$ cat config.mk
export PLATFORM = sky130hd
export DESIGN_NAME = muldiv_unit
export DESIGN_NICKNAME = d
export VERILOG_FILES = /design/src/rtl/muldiv_unit.sv
export SDC_FILE = /design/constraint.sdc
export NUM_CORES = 1
export LEC_CHECK = 0
export ABC_AREA = 0
export CORE_MARGIN = 2
export CORE_UTILIZATION = 40
export CTS_BUF_LIST = sky130_fd_sc_hd__clkbuf_4 sky130_fd_sc_hd__clkbuf_8 sky130_fd_sc_hd__clkbuf_16
export DETAILED_ROUTE_END_ITERATION = 6
export PLACE_DENSITY_LB_ADDON = 0.08
export SYNTH_ARGS = -nofsm -noshare
export SYNTH_HDL_FRONTEND = slang
export SYNTH_SLANG_ARGS = --single-unit
$ cat constraint.sdc
create_clock -name clk -period 7.5 [get_ports clk]
set_input_delay 2.25 -clock clk [delete_from_list [all_inputs] [get_ports clk]]
set_output_delay 2.25 -clock clk [all_outputs]
set_load 0.02 [all_outputs]
$ cat src/rtl/muldiv_unit.sv
// Iterative RV32M multiply/divide unit: shift-add multiplier and restoring divider
// sharing one hi/lo datapath, fixed WIDTH-edge latency for every op.
module muldiv_unit #(
    parameter int unsigned WIDTH = 32
) (
    input  logic             clk,
    input  logic             rst,
    input  logic             start,
    input  logic [2:0]       op,
    input  logic [WIDTH-1:0] a,
    input  logic [WIDTH-1:0] b,
    input  logic [4:0]       rd_in,
    output logic             busy,
    output logic             done,
    output logic [WIDTH-1:0] result,
    output logic [4:0]       rd_out
);

    localparam int unsigned    CW   = $clog2(WIDTH);
    localparam logic [CW-1:0]  LAST = CW'(WIDTH - 1);

    localparam logic [2:0] OP_MUL    = 3'b000;
    localparam logic [2:0] OP_MULH   = 3'b001;
    localparam logic [2:0] OP_MULHSU = 3'b010;
    localparam logic [2:0] OP_MULHU  = 3'b011;
    localparam logic [2:0] OP_DIV    = 3'b100;
    localparam logic [2:0] OP_DIVU   = 3'b101;
    localparam logic [2:0] OP_REM    = 3'b110;

    typedef enum logic [1:0] {IDLE, CALC, DONE} state_t;

    state_t           r_state;
    logic [CW-1:0]    r_cnt;
    logic [2:0]       r_op;
    logic [4:0]       r_rd;
    logic [WIDTH-1:0] r_hi;
    logic [WIDTH-1:0] r_lo;
    logic [WIDTH-1:0] r_b;
    logic             r_neg;
    logic             r_rneg;

    logic             w_sa;
    logic             w_sb;
    logic [WIDTH-1:0] w_mag_a;
    logic [WIDTH-1:0] w_mag_b;
    logic [WIDTH:0]   w_sum;
    logic [WIDTH:0]   w_shift;
    logic             w_ge;
    logic [WIDTH-1:0] w_rem;
    logic [WIDTH-1:0] w_hi_n;
    logic [WIDTH-1:0] w_lo_n;
    logic [2*WIDTH-1:0] w_prod;
    logic [2*WIDTH-1:0] w_sprod;
    logic [WIDTH-1:0] w_quo;
    logic [WIDTH-1:0] w_remf;
    logic [WIDTH-1:0] w_result;

    always_comb begin
        w_sa    = (op == OP_MUL || op == OP_MULH || op == OP_MULHSU ||
                   op == OP_DIV || op == OP_REM) && a[WIDTH-1];
        w_sb    = (op == OP_MUL || op == OP_MULH || op == OP_DIV || op == OP_REM) && b[WIDTH-1];
        w_mag_a = w_sa ? -a : a;
        w_mag_b = w_sb ? -b : b;

        // Multiply: conditional add into hi, then shift {hi,lo} right one bit.
        w_sum   = {1'b0, r_hi} + {1'b0, r_b & {WIDTH{r_lo[0]}}};
        // Divide: hi is the partial remainder, lo shifts dividend out and quotient in.
        w_shift = {r_hi, r_lo[WIDTH-1]};
        w_ge    = w_shift >= {1'b0, r_b};
        w_rem   = w_ge ? (w_shift[WIDTH-1:0] - r_b) : w_shift[WIDTH-1:0];

        if (r_op[2]) begin
            w_hi_n = w_rem;
            w_lo_n = {r_lo[WIDTH-2:0], w_ge};
        end else begin
            w_hi_n = w_sum[WIDTH:1];
            w_lo_n = {w_sum[0], r_lo[WIDTH-1:1]};
        end

        w_prod  = {w_hi_n, w_lo_n};
        w_sprod = r_neg ? -w_prod : w_prod;
        w_quo   = r_neg ? -w_lo_n : w_lo_n;
        w_remf  = r_rneg ? -w_hi_n : w_hi_n;

        case (r_op)
            OP_MUL:                        w_result = w_sprod[WIDTH-1:0];
            OP_MULH, OP_MULHSU, OP_MULHU:  w_result = w_sprod[2*WIDTH-1:WIDTH];
            OP_DIV, OP_DIVU:               w_result = w_quo;
            default:                       w_result = w_remf;
        endcase
    end

    always_ff @(posedge clk or negedge rst) begin
        if (!rst) begin
            r_state <= IDLE;
            r_cnt   <= '0;
            r_op    <= '0;
            r_rd    <= '0;
            r_hi    <= '0;
            r_lo    <= '0;
            r_b     <= '0;
            r_neg   <= 1'b0;
            r_rneg  <= 1'b0;
            busy    <= 1'b0;
            done    <= 1'b0;
            result  <= '0;
            rd_out  <= '0;
        end else begin
            case (r_state)
                IDLE, DONE: begin
                    done <= 1'b0;
                    if (start) begin
                        r_state <= CALC;
                        busy    <= 1'b1;
                        r_cnt   <= '0;
                        r_op    <= op;
                        r_rd    <= rd_in;
                        r_hi    <= '0;
                        r_lo    <= w_mag_a;
                        r_b     <= w_mag_b;
                        // Divide by zero keeps the all-ones quotient unsigned.
                        r_neg   <= op[2] ? ((w_sa ^ w_sb) & (|b)) : (w_sa ^ w_sb);
                        r_rneg  <= w_sa;
                    end else begin
                        r_state <= IDLE;
                    end
                end
                CALC: begin
                    r_hi  <= w_hi_n;
                    r_lo  <= w_lo_n;
                    r_cnt <= r_cnt + 1'b1;
                    if (r_cnt == LAST) begin
                        r_state <= DONE;
                        busy    <= 1'b0;
                        done    <= 1'b1;
                        result  <= w_result;
                        rd_out  <= r_rd;
                    end
                end
                default: begin
                    r_state <= IDLE;
                    busy    <= 1'b0;
                    done    <= 1'b0;
                end
            endcase
        end
    end

endmodule

== Yosys cells after proc, flatten, opt, wreduce, memory -nomap -nowiden ==
Index checks and enable logic that the tools add are counted.
Cells by class
  equal/unequal tests: 14
  reductions and logical operators: 20
  $add $sub $neg: 8
  order comparisons: 1
  muxes and demuxes: 24
  bitwise operators: 3
Operators by type and width (number)
  32-bit 2-to-1 mux: 9
  32-bit negation: 4
  32-bit case mux with 2 select lines: 2
  32-bit case mux with 3 select lines: 1
  64-bit 2-to-1 mux: 1
  64-bit negation: 1
  32-bit by 32-bit adder with 33-bit output: 1
  33-bit by 32-bit >= comparator with 1-bit output: 1
  32-bit AND: 1
  32-bit OR reduction: 1
  32-bit subtractor: 1
  3-bit equality test (second input constant): 4
  5-bit case mux with 2 select lines: 1
  3-bit by 2-bit equality test with 1-bit output (second input constant): 3
  2-bit AND reduction: 4
  3-bit by 1-bit equality test with 1-bit output (second input constant): 2
  3-bit zero test: 2
  1-bit logical OR: 6
  1-bit 2-to-1 mux: 6
  5-bit by 1-bit adder with 5-bit output (second input constant): 1
  5-bit equality test (second input constant): 1
  5-bit 2-to-1 mux: 1
  2-bit inequality test (second input constant): 2
  2-bit case mux with 2 select lines: 1
  other kinds (11): 13
Word-level totals
  output and inout bits: 39
  logic and storage cells: 83
  register bits after elaboration: 152

== Longest topological paths before layout ==
  depth after elaboration: 9
  gate-level depth with buffers: 24
  gate-level depth less buffers: 20

== Worst setup path after synthesis ==
Ideal clock, no wire load.
  path kind: reg2reg
  start: reg r_hi[29]
  end: reg result[30]
  period minus slack after synthesis: 5.744 ns
  library setup time: 0.129 ns
  arrival: 5.616 ns
  stages on the path, launching flop included: 22
  buffers on the path: 2
  path slack: 1.756 ns
  cells stage by stage: dfrtp_1 -> ha_1 -> a21o_1 -> a211oi_2 -> a21boi_1 -> a32oi_2 -> a21oi_4 -> buf_6 -> clkbuf_1 -> a21o_1 -> ha_1 -> or3b_1 -> or3_1 -> or4b_1 -> nor3_1 -> o2111ai_1 -> nor3_1 -> nand4_1 -> o31ai_2 -> xnor2_1 -> a221oi_1 -> a21oi_1
On the way
  word-level cells in the longest chain between the ends: 6
  elaborated cells on any way between the ends: 13
RTL lines
  from (decl): line 36  | logic [WIDTH-1:0] r_hi;
  from (signal assigned): line 129  | r_hi <= w_hi_n;
  32-bit subtractor / 33-bit by 32-bit >= comparator with 1-bit output (equally long branches): line 70, 69
  32-bit 2-to-1 mux: line 70  | w_rem = w_ge ? (w_shift[WIDTH-1:0] - r_b) : w_shift[WIDTH-1:0];
  32-bit 2-to-1 mux: line 72  | if (r_op[2]) begin
  64-bit negation / 32-bit negation (equally long branches): line 81, 83
  64-bit 2-to-1 mux / 32-bit 2-to-1 mux (equally long branches): line 81, 83
  32-bit case mux with 3 select lines *: line 85  | case (r_op)
  to (signal assigned): line 136  | result <= w_result;
  to (decl): line 15  | output logic [WIDTH-1:0] result,
Mark *: on every way between the ends. The rest lies on a longest branch, timed or not.
A chain may end at the register's enable or synchronous reset.

== Worst setup path in the final report ==
  start: reg r_b[12]
  end: reg result[30]
On the way
  word-level cells in the longest chain between the ends: 6
  elaborated cells on any way between the ends: 14
RTL lines
  from (decl): line 38  | logic [WIDTH-1:0] r_b;
  from (signal assigned): line 120  | r_b <= w_mag_b;
  32-bit AND (tied with other cells): line 66  | w_sum = {1'b0, r_hi} + {1'b0, r_b & {WIDTH{r_lo[0]}}};
  32-bit by 32-bit adder with 33-bit output / 32-bit 2-to-1 mux (equally long branches): line 66, 70
  32-bit 2-to-1 mux: line 72
  64-bit negation / 32-bit negation (equally long branches): line 81, 83
  64-bit 2-to-1 mux / 32-bit 2-to-1 mux (equally long branches): line 81, 83
  32-bit case mux with 3 select lines *: line 85
Marked as above.

==> results.py <==
metrics = {
    "yosys": {
        "synth_edf_count": 0,
        "synth_nets": 2070,
        "ys_top_cells_by_area": "dfrtp_1, nand2_1, xnor2_1",
        "ys_types": 97,
        "syn_area_um2": 14900,
        "yosysTopAreaCell": "dfrtp_1",
        "synth-warning-count": 0,
        "synth.avg_cell_area_um2": 7.73,
        "synth_top_area_share_pct": 25.4,
        "yosys_most_used_dff": "dfrtp_1",
        "ys_ff_latch": 151,
        "synth_async_sr_flop_share_pct": 100,
        "netlist_instances": 1923,
        "ys_seq_area_share_pct": 25.4,
    },
    "floorplan": {
        "core_area_um2": 36600,
        "row_count": 70,
        "fp.dieW_um": 197,
        "dieHeight_um": 197,
        "dieArea_um2": 38700,
        "io_pins": 114,
        "start_util_pct": 40.6,
    },
    "drt": {
        "viasPerCell": 6.11,
        "wl_per_cell_um": 22.6,
        "final_antenna_net_count": 0,
        "vias": 14978,
        "drc": 0,
        "dr.pass1.iters": 6,
        "finalWirelength_um": 55400,
        "drt_iter0_drc": 1259,
    },
    "critical_path": {
        "cp.buffers_inverters": 1,
        "regToRegSetupSlack_ns": 1.41,
        "slowest_stage": "or4b_1",
        "crit_required_ns": 7.84,
        "crit_chain": "inv_1 > ha_1 > a21oi_1 > o21ai_1 > nor2_1 > nand3_1 > a21oi_4 > a21o_1 > ha_1 > or3b_1 > or3_1 > or4b_1 > nor3_1 > o2111ai_1 > nor3_1 > nand4_1 > o31ai_2 > xnor2_1 > a221oi_1 > a21oi_1",
        "worstPathArrival_ns": 6.43,
        "end_kind": "register",
        "r2r_start": "r_b[12]",
        "reg2reg_depth": 20,
        "r2r_end": "result[30]",
        "cp-start-kind": "register",
        "cp_max_fo": 11,
        "cp_top_family": "simple AND/OR/NAND/NOR gates",
        "path_class": "register to register",
        "slowest_delay_ns": 0.58,
    },
    "sta": {
        "fmax_mhz": 164,
        "fin_crit_sh_pct": 81.2,
        "tns_ns": 0,
        "slew_headroom_pct": 28.6,
        "rsz0062_at_grt": "no",
        "hold_violations": 0,
        "skew_ns": 0.0138,
        "min_period_ns": 6.09,
        "slew_viol_final": 0,
        "worst_pin_slew_ns": 1.07,
        "setup_viol": 0,
    },
    "global_routing": {
        "grt.overflow.total": 0,
        "grt_max_degree": 101,
        "antenna_found_initial": 1,
        "grt_pass1_wl_um": 86000,
        "grt_pass1_vias": 14426,
        "grt_usage_pct": 29.0,
    },
    "clock_tree": {
        "path_clk_slew_ns": 0.07,
        "numCtsBuffers": 17,
        "clk_latency_ns": 0.46,
        "clock_path_buffers": 2,
        "cts_tree": "yes",
        "cts-htree-levels": 4,
        "post_cts_buffers": 0,
        "root_buffer": "clkbuf_16",
        "clock-sinks": 151,
        "cts_resized": 0,
        "ctsHoldBuffers": 0,
    },
    "layout": {
        "n_antenna_cell": 0,
        "layout_common_cells": "nand2_1, o21ai_0, dfrtp_1, nor2_1, a21oi_1",
        "layout-drive-gt1-share_pct": 5.74,
        "n_fill_cell": 3708,
        "regArea_um2": 3780,
        "area_growth_pct": 14.2,
        "fin_nets": 2120,
        "multiInputGateArea_um2": 10400,
        "final_common_cell": "nand2_1",
    },
    "placement": {
        "place_hpwl_um": 42200,
        "numPortBuffers": 113,
        "gp_congestion": 0.969,
    },
    "worst_hold_path": {
        "hp-class": "register to register",
        "hold_start": "r_rd[2]",
        "whs_endpoint": "rd_out[2]",
        "hold_path_depth": 2,
    },
    "flow_run": {
        "drv_cap": 0,
    },
    "status": {
        "status": "completed",
    },
}
[cells by family (layout without fill, tap and decap cells)]
group	after synthesis	count (layout)	synth area share [%]
adders and majority gates	72	72	6.16
DFF	151	151	25.4
buffers and inverters	175	237	4.75
xor gates and xnor gates	185	185	10.9
muxes	52	52	3.58
AOI/OAI and AO/OA	607	607	27.5
and+or+nand+nor	681	681	21.7
[worst max path at each step]
| stage | slack (ns) | start | cells after the start | endpoint |
|---|---|---|---|---|
| global route | 0.99 | r_b[12] | 20 | result[30] |
| floorplan | 1.76 | r_hi[29] | 21 | result[30] |
| global placement | 1.58 | r_hi[1] | 18 | result[16] |
| finish | 1.41 | r_b[12] | 20 | result[30] |
| CTS | 1.46 | r_hi[1] | 18 | result[16] |
| detailed placement | 1.50 | r_hi[1] | 18 | result[16] |
[layout make-up]
class,count,share of cell area (%)
Multi-Input combinational cell,1597,61.3
Sequential cell,151,22.3
Timing Repair Buffer,142,7.95
Tap cell,468,3.45
Clock buffer,19,2.63
Inverter,64,1.41
Clock inverter,12,1.05
[metrics by stage]
stage	instance area (um^2)	worst slack (ns)	utilization [%]	cells	hold slack [ns]
after floorplan	14900	1.76	-	1923	0.439
after global placement	16400	1.58	44.7	2422	0.448
after detailed placement	16400	1.50	44.7	2422	0.454
after CTS	17000	1.46	46.4	2453	0.470
after global routing	17000	0.990	46.4	2453	0.495
final	17000	1.41	46.4	2453	0.468
[synth_stat cells, drive strengths merged, types with 46 or more instances]
| cell | n |
|---|---|
| nor2 | 130 |
| mux2i | 46 |
| nor3 | 51 |
| xnor2 | 102 |
| a21oi | 125 |
| o21ai | 190 |
| dfrtp | 151 |
| clkbuf | 76 |
| nand2 | 289 |
| inv | 64 |
| xor2 | 83 |
| ha | 70 |
[registers in the layout, summed over array words and instances, names as in the netlist]
signal,cells
r_b,32
r_hi,32
r_lo,32
result,32
r_cnt,5
r_rd,5
rd_out,5
r_op,3
busy,1
done,1
r_neg,1
r_rneg,1
r_state,1
[layer usage]
layer	vias to the layer above	global-route usage, %	wire length, um
met5	-	0	0
met4	0	9.75	1640
met2	597	44.1	24000
met1	7217	42.0	26000
met3	86	4.09	3770
li1	7078	-	-
[tightest hold or removal path, delay by kind of cell, from the launching register on]
kind	cells	cell delay (ns)
flops	1	0.34
simple gates	2	0.10
Power is not shown: default switching activity piles up to over one toggle a cycle in this logic, so the estimate is an artifact.
